===== src/rtl/svm_model_sender_if.sv =====
// Handshake bundle for svm_model_sender: start/command, coefficient stream in, byte stream out.
// master is the sender side, slave is the host/transmitter side.
interface svm_model_sender_if;
  logic               start_in;
  logic [7:0]         num_supports_in;
  logic signed [31:0] offset_in;
  logic signed [15:0] coef_data_in;
  logic               coef_valid_in;
  logic               coef_ready_out;
  logic [7:0]         byte_data_out;
  logic               byte_valid_out;
  logic               byte_ready_in;
  logic               busy_out;
  logic               done_out;
  logic               error_out;

  modport master (
    input  start_in,
    input  num_supports_in,
    input  offset_in,
    input  coef_data_in,
    input  coef_valid_in,
    output coef_ready_out,
    output byte_data_out,
    output byte_valid_out,
    input  byte_ready_in,
    output busy_out,
    output done_out,
    output error_out
  );

  modport slave (
    output start_in,
    output num_supports_in,
    output offset_in,
    output coef_data_in,
    output coef_valid_in,
    input  coef_ready_out,
    input  byte_data_out,
    input  byte_valid_out,
    output byte_ready_in,
    input  busy_out,
    input  done_out,
    input  error_out
  );
endinterface


===== src/rtl/svm_model_sender.sv =====
// Serializes a linear-SVM model (count, coefficients 1..N-1 per vector, offset) into a
// big-endian byte stream for the classifier loader.
module svm_model_sender #(
  parameter int unsigned NUM_FEATURES_IN = 16
) (
  input  logic               clk_in,
  input  logic               rst_n_in,
  svm_model_sender_if.master bus
);

  localparam int unsigned FeatW = (NUM_FEATURES_IN > 2) ? $clog2(NUM_FEATURES_IN) : 1;
  localparam logic [FeatW-1:0] FeatFirst = FeatW'(1);
  localparam logic [FeatW-1:0] FeatLast  = FeatW'(NUM_FEATURES_IN - 1);

  typedef enum logic [2:0] {
    StIdle,
    StSendCount,
    StLoadCoef,
    StSendHi,
    StSendLo,
    StSendOffset
  } state_e;

  state_e           state_q, state_d;
  logic             init_q;
  logic [7:0]       count_q, count_d;
  logic [7:0]       s_q, s_d;
  logic [FeatW-1:0] f_q, f_d;
  logic [15:0]      coef_q, coef_d;
  logic [31:0]      offset_q, offset_d;
  logic [1:0]       idx_q, idx_d;
  logic             done_q, done_d;
  logic             error_q, error_d;

  always_ff @(posedge clk_in or negedge rst_n_in) begin
    if (!rst_n_in) begin
      state_q <= StIdle;
    end else begin
      state_q <= state_d;
    end
  end

  // init_q blocks starts on the first edge after reset release.
  always_ff @(posedge clk_in or negedge rst_n_in) begin
    if (!rst_n_in) begin
      init_q   <= 1'b0;
      count_q  <= 8'h00;
      s_q      <= 8'h00;
      f_q      <= FeatFirst;
      coef_q   <= 16'h0000;
      offset_q <= 32'h0000_0000;
      idx_q    <= 2'd0;
      done_q   <= 1'b0;
      error_q  <= 1'b0;
    end else begin
      init_q   <= 1'b1;
      count_q  <= count_d;
      s_q      <= s_d;
      f_q      <= f_d;
      coef_q   <= coef_d;
      offset_q <= offset_d;
      idx_q    <= idx_d;
      done_q   <= done_d;
      error_q  <= error_d;
    end
  end

  always_comb begin
    state_d  = state_q;
    count_d  = count_q;
    s_d      = s_q;
    f_d      = f_q;
    coef_d   = coef_q;
    offset_d = offset_q;
    idx_d    = idx_q;
    done_d   = 1'b0;
    error_d  = 1'b0;
    unique case (state_q)
      StIdle: begin
        if (init_q && bus.start_in) begin
          if (bus.num_supports_in != 8'h00) begin
            state_d  = StSendCount;
            count_d  = bus.num_supports_in;
            offset_d = bus.offset_in;
            s_d      = 8'h00;
            f_d      = FeatFirst;
          end else begin
            error_d = 1'b1;
          end
        end
      end
      StSendCount: begin
        if (bus.byte_ready_in) state_d = StLoadCoef;
      end
      StLoadCoef: begin
        if (bus.coef_valid_in) begin
          coef_d  = bus.coef_data_in;
          state_d = StSendHi;
        end
      end
      StSendHi: begin
        if (bus.byte_ready_in) state_d = StSendLo;
      end
      StSendLo: begin
        if (bus.byte_ready_in) begin
          if (f_q != FeatLast) begin
            f_d     = f_q + FeatFirst;
            state_d = StLoadCoef;
          end else if (s_q != (count_q - 8'd1)) begin
            s_d     = s_q + 8'd1;
            f_d     = FeatFirst;
            state_d = StLoadCoef;
          end else begin
            idx_d   = 2'd0;
            state_d = StSendOffset;
          end
        end
      end
      StSendOffset: begin
        if (bus.byte_ready_in) begin
          if (idx_q == 2'd3) begin
            state_d = StIdle;
            done_d  = 1'b1;
          end else begin
            idx_d = idx_q + 2'd1;
          end
        end
      end
      default: state_d = StIdle;
    endcase
  end

  // Outputs are pure state decodes, so data stays put for as long as a byte is stalled.
  always_comb begin
    bus.byte_valid_out = 1'b0;
    bus.coef_ready_out = 1'b0;
    bus.byte_data_out  = 8'h00;
    unique case (state_q)
      StIdle: ;
      StSendCount: begin
        bus.byte_valid_out = 1'b1;
        bus.byte_data_out  = count_q;
      end
      StLoadCoef: bus.coef_ready_out = 1'b1;
      StSendHi: begin
        bus.byte_valid_out = 1'b1;
        bus.byte_data_out  = coef_q[15:8];
      end
      StSendLo: begin
        bus.byte_valid_out = 1'b1;
        bus.byte_data_out  = coef_q[7:0];
      end
      StSendOffset: begin
        bus.byte_valid_out = 1'b1;
        unique case (idx_q)
          2'd0:    bus.byte_data_out = offset_q[31:24];
          2'd1:    bus.byte_data_out = offset_q[23:16];
          2'd2:    bus.byte_data_out = offset_q[15:8];
          default: bus.byte_data_out = offset_q[7:0];
        endcase
      end
      default: ;
    endcase
    bus.busy_out  = (state_q != StIdle);
    bus.done_out  = done_q;
    bus.error_out = error_q;
  end

endmodule


===== src/flat_wrapper.sv =====
// flat-port wrapper written by rule: the top's interface ports become plain ports
module svm_model_sender_flat 
#(
  parameter int unsigned NUM_FEATURES_IN = 16
)
  (clk_in, rst_n_in, bus_start_in, bus_num_supports_in, bus_offset_in, bus_coef_data_in, bus_coef_valid_in, bus_coef_ready_out, bus_byte_data_out, bus_byte_valid_out, bus_byte_ready_in, bus_busy_out, bus_done_out, bus_error_out);
  svm_model_sender_if bus_i ();
  input  logic clk_in;
  input  logic rst_n_in;
  input wire logic [$bits(bus_i.start_in)-1:0] bus_start_in;
  input wire logic [$bits(bus_i.num_supports_in)-1:0] bus_num_supports_in;
  input wire logic [$bits(bus_i.offset_in)-1:0] bus_offset_in;
  input wire logic [$bits(bus_i.coef_data_in)-1:0] bus_coef_data_in;
  input wire logic [$bits(bus_i.coef_valid_in)-1:0] bus_coef_valid_in;
  output wire logic [$bits(bus_i.coef_ready_out)-1:0] bus_coef_ready_out;
  output wire logic [$bits(bus_i.byte_data_out)-1:0] bus_byte_data_out;
  output wire logic [$bits(bus_i.byte_valid_out)-1:0] bus_byte_valid_out;
  input wire logic [$bits(bus_i.byte_ready_in)-1:0] bus_byte_ready_in;
  output wire logic [$bits(bus_i.busy_out)-1:0] bus_busy_out;
  output wire logic [$bits(bus_i.done_out)-1:0] bus_done_out;
  output wire logic [$bits(bus_i.error_out)-1:0] bus_error_out;
  assign bus_i.start_in = bus_start_in;
  assign bus_i.num_supports_in = bus_num_supports_in;
  assign bus_i.offset_in = bus_offset_in;
  assign bus_i.coef_data_in = bus_coef_data_in;
  assign bus_i.coef_valid_in = bus_coef_valid_in;
  assign bus_coef_ready_out = bus_i.coef_ready_out;
  assign bus_byte_data_out = bus_i.byte_data_out;
  assign bus_byte_valid_out = bus_i.byte_valid_out;
  assign bus_i.byte_ready_in = bus_byte_ready_in;
  assign bus_busy_out = bus_i.busy_out;
  assign bus_done_out = bus_i.done_out;
  assign bus_error_out = bus_i.error_out;
  svm_model_sender #(.NUM_FEATURES_IN(NUM_FEATURES_IN)) u_core (.clk_in(clk_in), .rst_n_in(rst_n_in), .bus(bus_i));
endmodule

===== config.mk =====
export PLATFORM = sky130hd
export DESIGN_NAME = svm_model_sender_flat
export DESIGN_NICKNAME = d
export VERILOG_FILES = /design/src/rtl/svm_model_sender_if.sv /design/src/rtl/svm_model_sender.sv /design/src/flat_wrapper.sv
export SDC_FILE = /design/constraint.sdc
export NUM_CORES = 1
export LEC_CHECK = 0
export BUFFER_PORTS_ARGS = -buffer_cell sky130_fd_sc_hd__buf_2
export CORE_MARGIN = 2
export CORE_UTILIZATION = 55
export CTS_BUF_LIST = sky130_fd_sc_hd__clkbuf_16
export CTS_CLUSTER_SIZE = 20
export DETAILED_ROUTE_END_ITERATION = 7
export PLACE_DENSITY = 0.87
export SYNTH_ARGS = -nofsm -noshare
export SYNTH_HDL_FRONTEND = slang
export SYNTH_SLANG_ARGS = --single-unit
export TNS_END_PERCENT = 50

===== constraint.sdc =====
create_clock -name clk_in -period 3.5 [get_ports clk_in]
set_clock_uncertainty 0.2 [all_clocks]
set_input_delay 0.525 -clock clk_in [delete_from_list [all_inputs] [get_ports clk_in]]
set_output_delay 0.525 -clock clk_in [all_outputs]
set_load 0.01 [all_outputs]

==> flow_metrics.py, run 1 <==
metrics = {
    "outcome": {
        "outcome": "completed",
    },
    "setup_path": {
        "path_buf_inv": 0,
        "worstSetupStartpoint": "u_core.count_q[4]",
        "crit_chain": "or4_4 -> or4_1 -> a2111o_1 -> a2111o_1 -> a21oi_1 -> o22ai_1",
        "critPathKind": "reg -> reg",
        "cp.required_ns": 3.52,
        "cp_top_family": "compound AO/OA/AOI/OAI gates",
        "cp.arrival_ns": 3.10,
        "cp_common_cell": "a2111o_1",
        "r2r_setup_slack_ns": 0.42,
        "r2r_end": "u_core.idx_q[1]",
        "reg2regPathDepth": 6,
        "cp-end-kind": "register",
        "start_kind": "register",
        "r2r-start": "u_core.count_q[4]",
        "path_max_fanout": 5,
        "slowest_stage": "or4_4",
        "slowest_delay_ns": 0.55,
    },
    "pwr": {
        "p_leak_nw": 2.028,
        "power_density_nw_per_um2": 854.4,
        "finalPower_mw": 3.992,
        "vdd_drop_max_uv": 448.6,
    },
    "cts": {
        "cts_tree": "yes",
        "cts_resized": 0,
        "cts_max_level": 3,
        "clockRootBuffer": "clkbuf_16",
        "post_cts_buffers": 0,
        "clkSinkCount": 76,
        "clk_latency_ns": 0.34,
        "cts_hold_buffers": 0,
        "cts_made_buffers": 9,
        "path_clk_slew_ns": 0.07,
        "clockBufferDepth": 2,
    },
    "yosys": {
        "ys_ff_latch": 76,
        "synth_top_area_share_pct": 48.11,
        "synthTopCellsByCount": "dfrtp_1, mux2_2, nor2_1",
        "synthAdderAreaFrac_pct": 2.245,
        "seq_area_frac_synth_pct": 48.78,
        "synth_top_area_cell": "dfrtp_1",
        "synth_nets": 431,
        "syn_area_sq_um": 3901,
        "synthArstFlopShare_pct": 100.0,
        "avgSynthCellArea_sq_um": 10.75,
        "synthSimpleGateAreaFrac_pct": 11.19,
        "ys_warn_count": 0,
        "synth_top_family_by_area": "compound AO/OA/AOI/OAI gates",
        "yosysMostFrequentCell": "dfrtp_1",
        "synthXorXnorAreaFrac_pct": 2.021,
        "synth_cell_type_count": 50,
        "synth_edf_count": 0,
        "syn_inst": 363,
        "ys.flop_type": "dfrtp_1",
        "synth_area_leaders": "dfrtp_1, mux2_2, a21oi_1",
        "synthMuxAreaShare_pct": 15.30,
        "synth_compound_area_share_pct": 17.19,
    },
    "layout": {
        "drive_above_1_share_pct": 35.32,
        "area.growth.synth_to_final_pct": 19.76,
        "n_antenna_cell": 0,
        "final_nets": 499,
    },
    "sta": {
        "finalHoldViolCount": 0,
        "worstMarginPinSlew_ns": 0.9761,
        "fin_tns_setup_ns": 0,
        "slew_viol_final": 0,
        "hold_ws_ns": 0.2024,
        "fin_crit_ns": 3.081,
        "slew_headroom_pct": 34.92,
        "fmax_mhz": 324.5,
        "setup_ws_ns": 0.4187,
        "fin_crit_sh_pct": 88.04,
        "setup_viol": 0,
        "rsz0062_at_grt": "false",
    },
    "route": {
        "totalWireLength_mm": 9.527,
        "drt_pass1_iterations": 8,
        "viasPerCell": 6.036,
        "via_count": 3211,
        "drtAntennaViolNets": 0,
        "drt-initial-drc-count": 217,
        "remaining_drc_errors": 0,
        "wl_per_cell_um": 17.91,
    },
    "place": {
        "finalWeightedCongestion": 0.8156,
        "io_buffers": 73,
        "place_hpwl_mm": 6.701,
        "dp_slack_ns": 0.4435,
    },
    "floorplanning": {
        "initial_core_util_pct": 57.11,
        "core_sq_um": 6832,
        "die-height_um": 88.22,
        "die_w_um": 88.22,
        "io_pins": 74,
        "core.rowCount": 30,
        "die_area_sq_um": 7783,
    },
    "grt": {
        "track_usage_pct": 25.72,
        "grt_max_degree": 77,
        "overflow": 0,
        "grt_pass1_vias": 3098,
        "grt_pass1_wl_mm": 15.39,
        "grt_antenna_before_repair": 1,
    },
    "flow_run": {
        "cap_violations": 0,
    },
    "hold_path": {
        "hp-class": "in -> async",
    },
}
[metrics by stage]
step | utilization, % | area, sq um | std cells
detailed placement | 63.55 | 4342 | 516
global placement | 63.55 | 4342 | 516
floorplan | - | 3901 | 363
finish | 68.39 | 4672 | 532
global route | 68.39 | 4672 | 532
CTS | 68.39 | 4672 | 532
[cells in the final DEF (no fill, tap or decap), drive strengths merged, types with 3 or more instances in the layout]
cell type and instances:
a211oi 4, a21oi 27, a222oi 8, a22oi 8, and3 3, buf 78
clkbuf 9, dfrtp 75, ha 7, inv 15, mux2 53, nand2 23
nand3 9, nor2 27, nor3 6, o211ai 4, o21ai 23, o22ai 4
o31ai 5, or3 4, or4 5, xnor2 5, xor2 4
[where the power goes]
group | internal, mW | switching (mW)
registers | 1.27 | 0.378
logic | 0.653 | 0.650
clock network | 0.637 | 0.399
[sequential cells by signal, indices dropped and copies added (netlist names)]
register and flops:
u_core.idx_q 2, u_core.bus.error_out 1, u_core.s_q 8, u_core.count_q 8
u_core.bus.done_out 1, u_core.coef_q 16, u_core.f_q 4, u_core.state_q 3
u_core.init_q 1, u_core.offset_q 32
[layer usage]
metal  vias to the layer above  share of wire (%)  global-route usage (%)  routed length (um)
li1                       1489                  -                       -                   -
met1                      1560                 42                   34.23                3996
met2                       137                 48                   40.40                4617
met3                        23                7.1                   7.369                 678
met4                         2                2.3                   9.504                 221
met5                         -               0.14                       0                  13
[cells by family after synthesis]
| kind of cell | Yosys count |
|---|---|
| AOI/OAI and AO/OA | 96 |
| xor gates and xnor gates | 9 |
| adders and majority gates | 7 |
| buffers and inverters | 32 |
| DFF | 76 |
| muxes | 53 |
| other | 1 |
| and+or+nand+nor | 89 |
[layout make-up]
class / count / area [sq um]
sequential: 76 / 1903
timing repair buffer: 78 / 402.9
inverter: 11 / 41.29
multi-input combinational: 255 / 1874
clock buffer: 9 / 225.2
clock inverter: 7 / 105.1
tap: 96 / 120.1
fill: 511 / 2160
[how the worst max path moves through the flow]
stage                                 end  cells past startpoint
after floorplan             u_core.f_q[2]                      6
after global placement      u_core.f_q[2]                      6
after CTS                   u_core.f_q[2]                      6
after detailed placement  u_core.idx_q[1]                      6
final                     u_core.idx_q[1]                      6
after global routing      u_core.idx_q[1]                      6
No activity file was read; power rests on OpenSTA's default activity.
==> run 2: changes to the inputs <==
- RECOVER_POWER: unset -> 25
- SLEW_MARGIN: unset -> 40
==> flow_metrics.py, run 2 (synthesis gave the netlist of run 1 again) <==
metrics = {
    "route": {
        "viasPerCell": 6.056,
        "remaining_drc_errors": 0,
        "drtAntennaViolNets": 0,
        "m1WireLength_mm": 3.862,
        "drt-initial-drc-count": 278,
        "wl_met2_mm": 4.637,
        "totalWireLength_mm": 9.422,
        "drt_pass1_iterations": 5,
        "wl_per_cell_um": 17.71,
        "wl_met3_um": 667,
        "top_layer": "met5",
        "via_count": 3222,
    },
    "layout": {
        "n_antenna_cell": 0,
        "area.growth.synth_to_final_pct": 18.47,
        "final_nets": 499,
        "final_common_cell": "dfrtp_1",
        "regMostFlops": "u_core.offset_q",
        "utilization_pct": 67.66,
        "final_cell_mix": "dfrtp_1, buf_2, mux2_2",
        "reg_top3": "u_core.offset_q x32, u_core.coef_q x16",
        "drive_above_1_share_pct": 35.32,
        "fillers": 530,
        "largest_reg_flops": 32,
    },
    "pwr": {
        "p_switching_mw": 1.426,
        "switching_share_pct": 37.10,
        "power_density_nw_per_um2": 831.8,
        "vdd_drop_max_uv": 440.7,
        "power_frac_seq_pct": 43.0,
        "p_comb_share_pct": 33.8,
        "p_leak_nw": 2.003,
        "clkPwrFrac_pct": 23.2,
        "finalPower_mw": 3.845,
        "p_int_mw": 2.418,
    },
    "hold_path": {
        "hold_depth": 3,
        "hold_path_startpoint": "bus_num_supports_in[0]",
        "hold_end": "u_core.count_q[0]",
        "hp-class": "in -> reg",
    },
    "setup_path": {
        "cp_top_family": "compound AO/OA/AOI/OAI gates",
        "r2r_setup_slack_ns": 0.40,
        "start_kind": "register",
        "slowest_delay_ns": 0.56,
        "cp_common_cell": "a2111o_1",
        "path_buf_inv": 0,
        "r2r-start": "u_core.count_q[4]",
        "cp.required_ns": 3.52,
        "cp.arrival_ns": 3.12,
        "reg2regPathDepth": 6,
        "r2r_end": "u_core.idx_q[1]",
        "slowest_stage": "or4_4",
        "path_max_fanout": 5,
        "critPathKind": "reg -> reg",
        "crit_chain": "or4_4 -> or4_1 -> a2111o_1 -> a2111o_1 -> a21oi_1 -> o22ai_1",
        "cp-end-kind": "register",
    },
    "cts": {
        "clockRootBuffer": "clkbuf_16",
        "cts_tree": "yes",
        "cts_hold_buffers": 0,
        "post_cts_buffers": 0,
        "cts_max_level": 3,
        "clk_latency_ns": 0.34,
        "cts_made_buffers": 9,
        "cts_resized": 0,
        "clkSinkCount": 76,
        "path_clk_slew_ns": 0.07,
        "clockBufferDepth": 2,
    },
    "grt": {
        "grt_max_degree": 77,
        "track_usage_pct": 25.82,
        "overflow": 0,
        "grt_antenna_before_repair": 1,
        "grt_pass1_vias": 3146,
        "grt_pass1_wl_mm": 15.40,
    },
    "floorplanning": {
        "io_pins": 74,
        "core.rowCount": 30,
        "initial_core_util_pct": 57.11,
        "die_w_um": 88.22,
        "die-height_um": 88.22,
        "core_sq_um": 6832,
        "die_area_sq_um": 7783,
    },
    "sta": {
        "fin_crit_ns": 3.105,
        "fin_tns_setup_ns": 0,
        "finalHoldViolCount": 0,
        "fin_crit_sh_pct": 88.71,
        "setup_viol": 0,
        "fmax_mhz": 322.1,
        "slew_viol_final": 77,
        "rsz0062_at_grt": "false",
        "slew_headroom_pct": -23.03,
        "worstMarginPinSlew_ns": 1.846,
        "setup_ws_ns": 0.3953,
        "hold_ws_ns": 0.2047,
    },
    "outcome": {
        "violations": "max-capacitance violations, max-slew violations",
        "outcome": "complete, but fails checks",
    },
    "place": {
        "dp_slack_ns": 0.4364,
        "finalWeightedCongestion": 0.8156,
        "io_buffers": 73,
        "place_hpwl_mm": 6.743,
    },
    "flow_run": {
        "cap_violations": 1,
    },
}
## run 2: cell count changes in the layout (fill, tap and decap cells not counted), sizes merged
cell / previous run / this run
buf: 78 / 77
bufinv: 2 / 0
clkbuf: 9 / 10
clkinv: 0 / 1
clkinvlp: 1 / 2
## run 2: final cells by class
cell class	instances	area [sq um]	share of cell area (%)
clock buffers	9	225.2	4.873
clock inverters	7	57.56	1.245
inverters	11	41.29	0.8933
multi-input cells	255	1874	40.55
flip-flops and latches	76	1903	41.18
well taps	96	120.1	2.599
repair buffers	78	400.4	8.663
## run 2: routing by layer
layer	global-route usage (%)	vias to the layer above
met3	6.996	28
met4	11.85	2
met1	34.05	1573
met5	0	-
met2	40.05	134
li1	-	1485
## run 2: metrics by stage
stage | std cells | area, sq um
after floorplan | 363 | 3901
after global placement | 516 | 4342
after detailed placement | 516 | 4345
after CTS | 532 | 4628
after global routing | 532 | 4622
final | 532 | 4622
## run 2: power by group through the flow
stage	logic, mW	clock network (mW)	registers, mW
2_1_floorplan	1.07	0	1.47
3_3_place_gp	1.23	0	1.61
3_5_place_dp	1.29	0	1.65
4_1_cts	1.31	0.896	1.64
5_1_grt	1.43	0.944	1.70
6_report	1.30	0.892	1.65
## run 2: worst max-delay path by stage
stage,from,endpoint,slack (ns),cells past startpoint
after global routing,u_core.state_q[0],bus_byte_data_out[3],0.27,7
final,u_core.count_q[4],u_core.idx_q[1],0.40,6
after detailed placement,u_core.count_q[4],u_core.idx_q[1],0.44,6
after CTS,u_core.count_q[4],u_core.f_q[2],0.43,6
after global placement,u_core.count_q[5],u_core.f_q[2],0.53,6
after floorplan,u_core.count_q[5],u_core.f_q[2],0.63,6
## run 2: worst min-delay path, delay by kind of cell
family,cells,cell delay [ns]
buffers and inverters,1,0.09
AO/OA/AOI/OAI,1,0.06
AND/OR/NAND/NOR,1,0.04
==> run 3: changes to the inputs <==
- CORE_UTILIZATION: 55 -> 60
- GPL_TIMING_DRIVEN: unset -> 0
- PLACE_DENSITY: 0.87 -> 0.93
- SLEW_MARGIN: 40 -> 20
- clock period: 3.5 -> 3.97 ns (I/O delays scaled with it)
==> flow_metrics.py, run 3 (synthesis gave the netlist of run 1 again) <==
metrics = {
    "floorplanning": {
        "io_pins": 74,
        "core_sq_um": 6314,
        "core.rowCount": 29,
        "die_area_sq_um": 7163,
        "initial_core_util_pct": 61.79,
        "die-height_um": 84.64,
        "die_w_um": 84.64,
    },
    "layout": {
        "final_common_cell": "dfrtp_1",
        "final_nets": 516,
        "reg_top3": "u_core.offset_q x32, u_core.coef_q x16",
        "fin_area_sq_um": 4681,
        "area.growth.synth_to_final_pct": 19.98,
        "n_antenna_cell": 0,
        "regMostFlops": "u_core.offset_q",
        "largest_reg_flops": 32,
        "drive_above_1_share_pct": 32.45,
        "final_cell_mix": "dfrtp_1, buf_2, mux2_2",
    },
    "sta": {
        "finalHoldViolCount": 0,
        "fin_crit_ns": 3.287,
        "fmax_mhz": 304.2,
        "slew_headroom_pct": 8.195,
        "worstMarginPinSlew_ns": 1.377,
        "slew_viol_final": 0,
        "setup_viol": 0,
        "fin_tns_setup_ns": 0,
        "rsz0062_at_grt": "false",
        "fin_crit_sh_pct": 82.79,
    },
    "cts": {
        "cts_made_buffers": 9,
        "cts_max_level": 3,
        "clockRootBuffer": "clkbuf_16",
        "clkSinkCount": 76,
        "path_clk_slew_ns": 0.06,
        "cts_tree": "yes",
        "clk_latency_ns": 0.33,
        "clockBufferDepth": 2,
    },
    "place": {
        "place_hpwl_mm": 6.998,
        "dpl-instance-area_sq_um": 4388,
        "finalWeightedCongestion": 0.9073,
        "io_buffers": 72,
    },
    "flow_run": {
        "cap_violations": 0,
    },
    "grt": {
        "busiest_layer": "met2",
        "grt_use_met3_pct": 9.243,
        "met2_usage_pct": 48.75,
        "grt_pass1_wl_mm": 16.26,
        "overflow": 0,
        "grt_pass1_vias": 3330,
        "track_usage_pct": 29.28,
        "grt_antenna_before_repair": 0,
        "grt_max_degree": 58,
        "met1_usage_pct": 35.74,
    },
    "pwr": {
        "vdd_drop_max_uv": 475.1,
        "power_density_nw_per_um2": 745.6,
        "p_leak_nw": 2.038,
    },
    "route": {
        "totalWireLength_mm": 9.797,
        "remaining_drc_errors": 0,
        "viasPerCell": 6.325,
        "drt-initial-drc-count": 306,
        "drt_pass1_iterations": 6,
        "drtAntennaViolNets": 0,
        "wl_per_cell_um": 18.48,
        "via_count": 3352,
    },
    "setup_path": {
        "cp.arrival_ns": 3.34,
        "cp.required_ns": 4.02,
        "critPathKind": "reg -> reg",
        "path_max_fanout": 10,
        "start_kind": "register",
        "cp-end-kind": "register",
    },
    "outcome": {
        "outcome": "completed",
    },
    "hold_path": {
        "hp-class": "in -> reg",
    },
}
-- run 3: report_power, final --
group          total, mW  internal, mW  switching, mW
sequential          1.38          1.12          0.259
combinational       1.26         0.593          0.663
clock              0.851         0.542          0.309
-- run 3: worst paths after layout --
kind / start / endpoint / slack, ns / cells past startpoint
max in group asynchronous: rst_n_in / u_core.s_q[4] / 0.87 / 3
min in group asynchronous: rst_n_in / u_core.bus.done_out / 0.78 / 2
worst min-delay path: bus_num_supports_in[0] / u_core.count_q[0] / 0.29 / 3
worst min register to register: u_core.offset_q[2] / u_core.offset_q[2] / 0.31 / 1
worst max-delay path: u_core.state_q[0] / u_core.s_q[7] / 0.68 / 7
worst max register to register: u_core.state_q[0] / u_core.s_q[7] / 0.68 / 7
-- run 3: metrics by stage --
step           utilization, %  hold slack, ns  power [mW]  setup slack, ns  cells
2_1_floorplan               -         0.09991       2.233            1.097    363
3_3_place_gp            69.03          0.2897       2.525           0.8036    512
5_1_grt                 74.14          0.2855       3.703           0.4003    530
3_5_place_dp            69.50          0.2964       2.617           0.7588    513
6_report                74.14          0.2878       3.490           0.6831    530
4_1_cts                 74.55          0.2826       3.489           0.7101    530
-- run 3: area by class of cell --
type / count / area [sq um]
plain buffers: 21 / 82.58
inverters: 11 / 41.29
multi-input cells: 255 / 1874
flip-flops and latches: 76 / 1903
repair buffers: 74 / 374.1
clock buffers: 9 / 225.2
fillers: 446 / 1633
well taps: 77 / 96.34
clock inverters: 7 / 83.83
-- run 3: what timing repair did --
item | CTS | global route
buffers inserted | 0 | 0
endpoints found under the hold margin | 18 | 0
hold buffers | 1 | 0
gates resized for setup | 0 | 0
-- run 3: metal layers --
metal | up-vias | wire, um
met5 | - | 0
met3 | 28 | 692
met2 | 170 | 4992
li1 | 1519 | -
met4 | 0 | 260
met1 | 1635 | 3852
-- run 3: critical path: stages, from the launching register on --
cell	delay [ns]
dfrtp_1	0.35
clkbuf_1	0.20
or3_1	0.48
a211oi_4	0.55
a21oi_1	0.32
or4_1	0.62
or3_1	0.33
a21oi_1	0.16
